**src/rtl/cmp_chk_mc.sv**
```systemverilog
// Multi-channel masked compare checker: per-channel mismatch flags, saturating
// cycle/compare/error counters, first-error capture and a sticky fail state.
module cmp_chk_mc #(
   parameter int CHANNELS  = 4,
   parameter int WIDTH     = 8,
   parameter int HOLDOFF   = 5,
   parameter int ERR_LIMIT = 1,
   parameter int CNT_W     = 32
) (
   input  logic                      cmp_chk_mc_clk_ip,
   input  logic                      cmp_chk_mc_rstn_ip,
   input  logic                      cmp_chk_mc_en_ip,
   input  logic                      cmp_chk_mc_clr_ip,
   input  logic [CHANNELS-1:0]       cmp_chk_mc_vld_ip,
   input  logic [CHANNELS*WIDTH-1:0] cmp_chk_mc_sig0_ip,
   input  logic [CHANNELS*WIDTH-1:0] cmp_chk_mc_sig1_ip,
   input  logic [WIDTH-1:0]          cmp_chk_mc_mask_ip,
   output logic [1:0]                cmp_chk_mc_state_op,
   output logic [CHANNELS-1:0]       cmp_chk_mc_err_op,
   output logic                      cmp_chk_mc_fail_op,
   output logic [CNT_W-1:0]          cmp_chk_mc_cyc_op,
   output logic [CNT_W-1:0]          cmp_chk_mc_cmp_cnt_op,
   output logic [CNT_W-1:0]          cmp_chk_mc_err_cnt_op,
   output logic [3:0]                cmp_chk_mc_first_ch_op,
   output logic [CNT_W-1:0]          cmp_chk_mc_first_cyc_op
);

   typedef enum logic [1:0] {
      ST_HOLD   = 2'd0,
      ST_ACTIVE = 2'd1,
      ST_FAILED = 2'd2
   } state_t;

   state_t              state;
   logic [7:0]          hold_cnt;
   logic [CHANNELS-1:0] cmp_vec;
   logic [CHANNELS-1:0] mis_vec;
   logic [4:0]          cmp_pop;
   logic [4:0]          mis_pop;
   logic [3:0]          first_ch_nxt;
   logic [CNT_W-1:0]    cmp_cnt_nxt;
   logic [CNT_W-1:0]    err_cnt_nxt;

   // Counters clamp at all-ones; the 5 extra sum bits cover up to 16 channels.
   function automatic logic [CNT_W-1:0] sat_add(input logic [CNT_W-1:0] a,
                                                input logic [4:0]       b);
      logic [CNT_W+4:0] s;
      s = {5'b0, a} + {{CNT_W{1'b0}}, b};
      return (s[CNT_W+4:CNT_W] != 5'b0) ? {CNT_W{1'b1}} : s[CNT_W-1:0];
   endfunction

   // NOTE: every always_comb output gets a default first so no latch is inferred.
   always_comb begin
      cmp_vec      = '0;
      mis_vec      = '0;
      cmp_pop      = '0;
      mis_pop      = '0;
      first_ch_nxt = '0;
      for (int c = 0; c < CHANNELS; c++) begin
         if (state != ST_HOLD && cmp_chk_mc_en_ip && !cmp_chk_mc_clr_ip && cmp_chk_mc_vld_ip[c]) begin
            cmp_vec[c] = 1'b1;
            mis_vec[c] = ((cmp_chk_mc_sig0_ip[c*WIDTH +: WIDTH] ^ cmp_chk_mc_sig1_ip[c*WIDTH +: WIDTH])
                          & cmp_chk_mc_mask_ip) != '0;
         end
         cmp_pop = cmp_pop + {4'b0, cmp_vec[c]};
         mis_pop = mis_pop + {4'b0, mis_vec[c]};
      end
      // Scan downwards so the lowest mismatching channel wins.
      for (int c = CHANNELS-1; c >= 0; c--) begin
         if (mis_vec[c]) first_ch_nxt = 4'(c);
      end
      cmp_cnt_nxt = sat_add(cmp_chk_mc_cmp_cnt_op, cmp_pop);
      err_cnt_nxt = sat_add(cmp_chk_mc_err_cnt_op, mis_pop);
   end

   assign cmp_chk_mc_state_op = state;

   // NOTE: sequential state uses non-blocking assignments only, so every
   // register samples the pre-edge values of its inputs.
   always_ff @(posedge cmp_chk_mc_clk_ip) begin
      if (!cmp_chk_mc_rstn_ip) begin
         state                   <= (HOLDOFF == 0) ? ST_ACTIVE : ST_HOLD;
         hold_cnt                <= '0;
         cmp_chk_mc_err_op       <= '0;
         cmp_chk_mc_fail_op      <= 1'b0;
         cmp_chk_mc_cyc_op       <= '0;
         cmp_chk_mc_cmp_cnt_op   <= '0;
         cmp_chk_mc_err_cnt_op   <= '0;
         cmp_chk_mc_first_ch_op  <= '0;
         cmp_chk_mc_first_cyc_op <= '0;
      end else begin
         if (cmp_chk_mc_cyc_op != {CNT_W{1'b1}}) cmp_chk_mc_cyc_op <= cmp_chk_mc_cyc_op + 1'b1;

         // Holdoff runs regardless of en and clr.
         if (state == ST_HOLD) begin
            if (hold_cnt == 8'(HOLDOFF - 1)) state <= ST_ACTIVE;
            else                             hold_cnt <= hold_cnt + 8'd1;
         end

         if (cmp_chk_mc_clr_ip) begin
            cmp_chk_mc_err_op       <= '0;
            cmp_chk_mc_fail_op      <= 1'b0;
            cmp_chk_mc_cmp_cnt_op   <= '0;
            cmp_chk_mc_err_cnt_op   <= '0;
            cmp_chk_mc_first_ch_op  <= '0;
            cmp_chk_mc_first_cyc_op <= '0;
            if (state != ST_HOLD) state <= ST_ACTIVE;
         end else begin
            cmp_chk_mc_err_op     <= mis_vec;
            cmp_chk_mc_cmp_cnt_op <= cmp_cnt_nxt;
            cmp_chk_mc_err_cnt_op <= err_cnt_nxt;
            // A zero error count means no mismatch since reset or clear.
            if (mis_vec != '0 && cmp_chk_mc_err_cnt_op == '0) begin
               cmp_chk_mc_first_ch_op  <= first_ch_nxt;
               cmp_chk_mc_first_cyc_op <= cmp_chk_mc_cyc_op;
            end
            if (state == ST_ACTIVE && cmp_chk_mc_en_ip && ERR_LIMIT != 0 &&
                64'(err_cnt_nxt) >= 64'(ERR_LIMIT)) begin
               state              <= ST_FAILED;
               cmp_chk_mc_fail_op <= 1'b1;
            end
         end
      end
   end

endmodule

```
**config.mk**
```make
export PLATFORM = sky130hd
export DESIGN_NAME = cmp_chk_mc
export DESIGN_NICKNAME = d
export VERILOG_FILES = /design/src/rtl/cmp_chk_mc.sv
export SDC_FILE = /design/constraint.sdc
export NUM_CORES = 1
export LEC_CHECK = 0
export ABC_AREA = 1
export BUFFER_PORTS_ARGS = -buffer_cell sky130_fd_sc_hd__buf_4
export CAP_MARGIN = 25
export CELL_PAD_IN_SITES_DETAIL_PLACEMENT = 0
export CELL_PAD_IN_SITES_GLOBAL_PLACEMENT = 2
export CORE_MARGIN = 3
export CORE_UTILIZATION = 28
export DETAILED_ROUTE_END_ITERATION = 7
export PLACE_DENSITY = 0.89
export SLEW_MARGIN = 20
export SYNTH_ARGS = -nofsm -noshare
export SYNTH_HDL_FRONTEND = slang
export SYNTH_SLANG_ARGS = --single-unit
```
**constraint.sdc**
```tcl
create_clock -name cmp_chk_mc_clk_ip -period 5.29 [get_ports cmp_chk_mc_clk_ip]
set_input_delay 1.587 -clock cmp_chk_mc_clk_ip [delete_from_list [all_inputs] [get_ports cmp_chk_mc_clk_ip]]
set_output_delay 1.587 -clock cmp_chk_mc_clk_ip [all_outputs]
set_load 0.01 [all_outputs]
```
==> results by group <==
Clocking
  – CTS Hold Bufs: 0
  – Root buf cell: clkbuf_16
  – H-tree lvl count: 4
  – PostCTS Resize Cnt: 0
  – Clk buf depth: 2
  – Total CTS buffers: 17
  – CTS tree: done
  – Sink Count: 145
  – Setup Buffers After CTS: 0
  – Skew-Pair Late Insertion Delay: 0.44 ns
  – Clk slew on worst S/H paths: 0.07 ns

Placement
  – Post-DP HPWL: 22.5 mm
  – Setup Slack @ Placement: -0.0112 ns
  – Placed cell count: 1831
  – GPL Wtd Cong: 0.900
  – IO buf count: 216
  – Area after DPL: 10200 um2

Synthesis
  – Combinational family with the most area after synthesis: simple AND/OR/NAND/NOR gates
  – Ys async rst share: 0
  – Mux cell area share after synthesis: 0
  – Avg Cell Area, Syn: 6.49 um2
  – Area fraction in compound gates after synthesis: 0.113
  – Synth Instances: 1241
  – Yosys warning count: 0
  – XOR/XNOR Fraction of Synth Area: 0.0435
  – Post-Synth Adder-Cell Area: 0.0227
  – Simple-Gate Fraction of Synth Area: 0.353
  – Main synth FF type: dfxtp_1
  – Synth unique cells: 42
  – Seq/Total Area, Yosys: 0.361
  – Post-synth EDFFs: 0
  – Synth Cell Area: 8050 um2
  – #FFs+latches synth: 145

Run status
  – Outcome: complete, no violations

Critical path
  – Worst r2r src: cmp_chk_mc_state_op[1]$_SDFF_PN0_
  – Crit Path Class: in -> reg
  – R2R Setup Slk: 1.30 ns
  – Worst R2R End: cmp_chk_mc_state_op[1]$_SDFF_PN0_
  – Critical Path End: cmp_chk_mc_state_op[1]$_SDFF_PN0_
  – Worst setup path startpoint: cmp_chk_mc_en_ip
  – Crit end category: flip-flop
  – Critical Path RT: 5.59 ns
  – Startpoint Class: input port
  – Crit-path max FO: 18
  – Critical Path AT: 5.12 ns
  – R2R depth: 24

Final layout
  – Sequential Area: 2900 um2
  – Non-Filler Instances: 1863
  – Ant diodes: 0
  – FILL cells: 3068
  – Multi-input gate area: 4300 um2
  – Area Growth Syn to Fin: 34.5%
  – Most common cell after layout, fill and taps aside: nand2_1
  – Most frequent cells in the layout: 290 x nand2_1, 237 x buf_4, 189 x inv_1
  – Post-layout nets: 1563
  – Layout cells sized above 1: 0.205
  – Post-route cell area: 10800 um2

GRT
  – Antenna violations before repair: 0
  – GR Overflow Total: 0
  – GR Util All Layers: 0.184
  – Largest net degree at the start of global routing: 36
  – First-pass GRT wire length: 45.1 mm
  – Vias in the first global route: 8434

Timing
  – Worst slew pin tran: 0.731 ns
  – Tmin final: 4.82 ns
  – Final setup fails: 0
  – Hold Vio Cnt, Final: 0
  – Final period util: 0.911
  – RSZ-0062 raised after global routing: no
  – Max Fclk: 208 MHz
  – Setup ws final: 0.472 ns
  – Clock skew: 0.0221 ns
  – Slew Viols, Final: 0
  – Max_slew headroom: 0.509

Routing
  – Wirelength per Cell: 15.3 um
  – Antenna-violating nets left: 0
  – Via/cell ratio: 4.65
  – DRT iter0 DRCs: 486
  – DRC Markers: 0
  – WL final: 28.5 mm
  – Vias: 8661
  – Pre-antenna DRT Iters: 5

Floorplanning
  – I/O Pins: 219
  – Die W: 176 um
  – Placement Rows: 61
  – Starting density of the core: 0.287
  – CORE AREA: 28100 um2
  – Die Ht: 176 um
  – DIE AREA: 30800 um2

Power and ir drop
  – Pwr per Cell Area: 241 nW/um2
  – Combinational power share: 0.093
  – NetSw: 747 uW
  – Clock share of power: 0.475
  – Sw frac: 0.286
  – Overall Power: 2610 uW
  – Leak: 0.00514 uW
  – Pint: 1860 uW
  – IR drop worst, VDD: 221 uV
  – Reg power frac: 0.432

Min path
  – Hold Path Class: reg -> reg

Run
  – Max-cap violations: 0
## power groups by stage
| stage | Sequential [uW] | Combinational [uW] | Clock (uW) |
|---|---|---|---|
| final | 1130 | 242 | 1240 |
| after global routing | 1130 | 273 | 1320 |
| after CTS | 1130 | 245 | 1270 |
| after detailed placement | 1150 | 242 | 0 |
| after global placement | 1150 | 239 | 0 |
| after floorplan | 1160 | 118 | 0 |
## critical path, cell delays in order
cell and delay, ns:
buf_4 0.08, inv_1 0.04, nor3_1 0.17, inv_1 0.10
nor2_1 0.14, o21ai_1 0.13, fa_1 0.52, inv_1 0.05
fa_1 0.42, fa_1 0.42, inv_1 0.10, nor2_2 0.07
nand2_2 0.09, nor2_2 0.05, nand2_2 0.10, buf_12 0.15
nand2_1 0.06, nor3_1 0.18, nand2_1 0.08, nor2_1 0.16
nand3_1 0.14, nand2_1 0.12, inv_2 0.04, nor2_1 0.07
nor2_1 0.04
## routing by layer
metal / share of wire / track usage
met5: 0 / 0
met4: 0.013 / 0.0399
met3: 0.053 / 0.0396
met2: 0.48 / 0.314
met1: 0.45 / 0.238
## cell usage after synthesis, types with 6 or more instances
| cell | instances | share of area |
|---|---|---|
| nand4_1 | 26 | 0.020 |
| xnor2_1 | 8 | 0.0087 |
| clkbuf_1 | 16 | 0.0075 |
| or2_2 | 15 | 0.012 |
| nand3_1 | 87 | 0.054 |
| nor4_1 | 15 | 0.012 |
| o21ai_1 | 9 | 0.0056 |
| nor3_1 | 33 | 0.021 |
| dfxtp_1 | 145 | 0.36 |
| a21oi_1 | 68 | 0.042 |
| o21ai_0 | 81 | 0.050 |
| fa_1 | 6 | 0.015 |
| buf_2 | 7 | 0.0044 |
| nand2_1 | 290 | 0.14 |
| nor2_1 | 160 | 0.075 |
| inv_1 | 189 | 0.088 |
| xor2_1 | 32 | 0.035 |
## how the worst min path moves through the flow
stage	start	end	slack [ns]	cells past startpoint
floorplan	hold_cnt[6]$_SDFFE_PN0P_	hold_cnt[6]$_SDFFE_PN0P_	0.42	1
global placement	hold_cnt[6]$_SDFFE_PN0P_	hold_cnt[6]$_SDFFE_PN0P_	0.43	1
detailed placement	hold_cnt[6]$_SDFFE_PN0P_	hold_cnt[6]$_SDFFE_PN0P_	0.45	1
CTS	hold_cnt[6]$_SDFFE_PN0P_	hold_cnt[6]$_SDFFE_PN0P_	0.46	1
global route	hold_cnt[7]$_SDFFE_PN0P_	hold_cnt[7]$_SDFFE_PN0P_	0.48	1
finish	hold_cnt[6]$_SDFFE_PN0P_	hold_cnt[6]$_SDFFE_PN0P_	0.45	1
## cells by family (layout without fill, tap and decap cells)
logic type | count (synthesis) | in the layout
XOR/XNOR | 40 | 40
AND/OR/NAND/NOR | 649 | 649
flip-flops | 145 | 145
AO/OA/AOI/OAI | 174 | 174
other | 1 | 2
buffers and inverters | 221 | 464
adder cells (fa/ha/maj) | 11 | 11
## area by class of cell
type	instances	share of cell area
multi-input cells	876	0.397
flip-flops and latches	145	0.268
repair buffers	239	0.168
inverters	193	0.0669
well taps	378	0.0437
clock buffers	17	0.0393
clock inverters	15	0.0168
## registers in the layout (all words and copies together) (netlist names)
name / count
cmp_chk_mc_first_cyc_op: 32
hold_cnt: 8
cmp_chk_mc_fail_op: 1
cmp_chk_mc_err_cnt_op: 32
cmp_chk_mc_cyc_op: 32
cmp_chk_mc_cmp_cnt_op: 32
cmp_chk_mc_state_op: 2
cmp_chk_mc_err_op: 4
cmp_chk_mc_first_ch_op: 2
## per-stage QoR
step            util  hold WS [ns]  TNS, ns
6_report       0.385         0.452        0
3_3_place_gp   0.363         0.433        0
2_1_floorplan      -         0.422        0
4_1_cts        0.385         0.456        0
3_5_place_dp   0.364         0.445  -0.0138
5_1_grt        0.385         0.478        0
(Power assumes the default switching activity.)
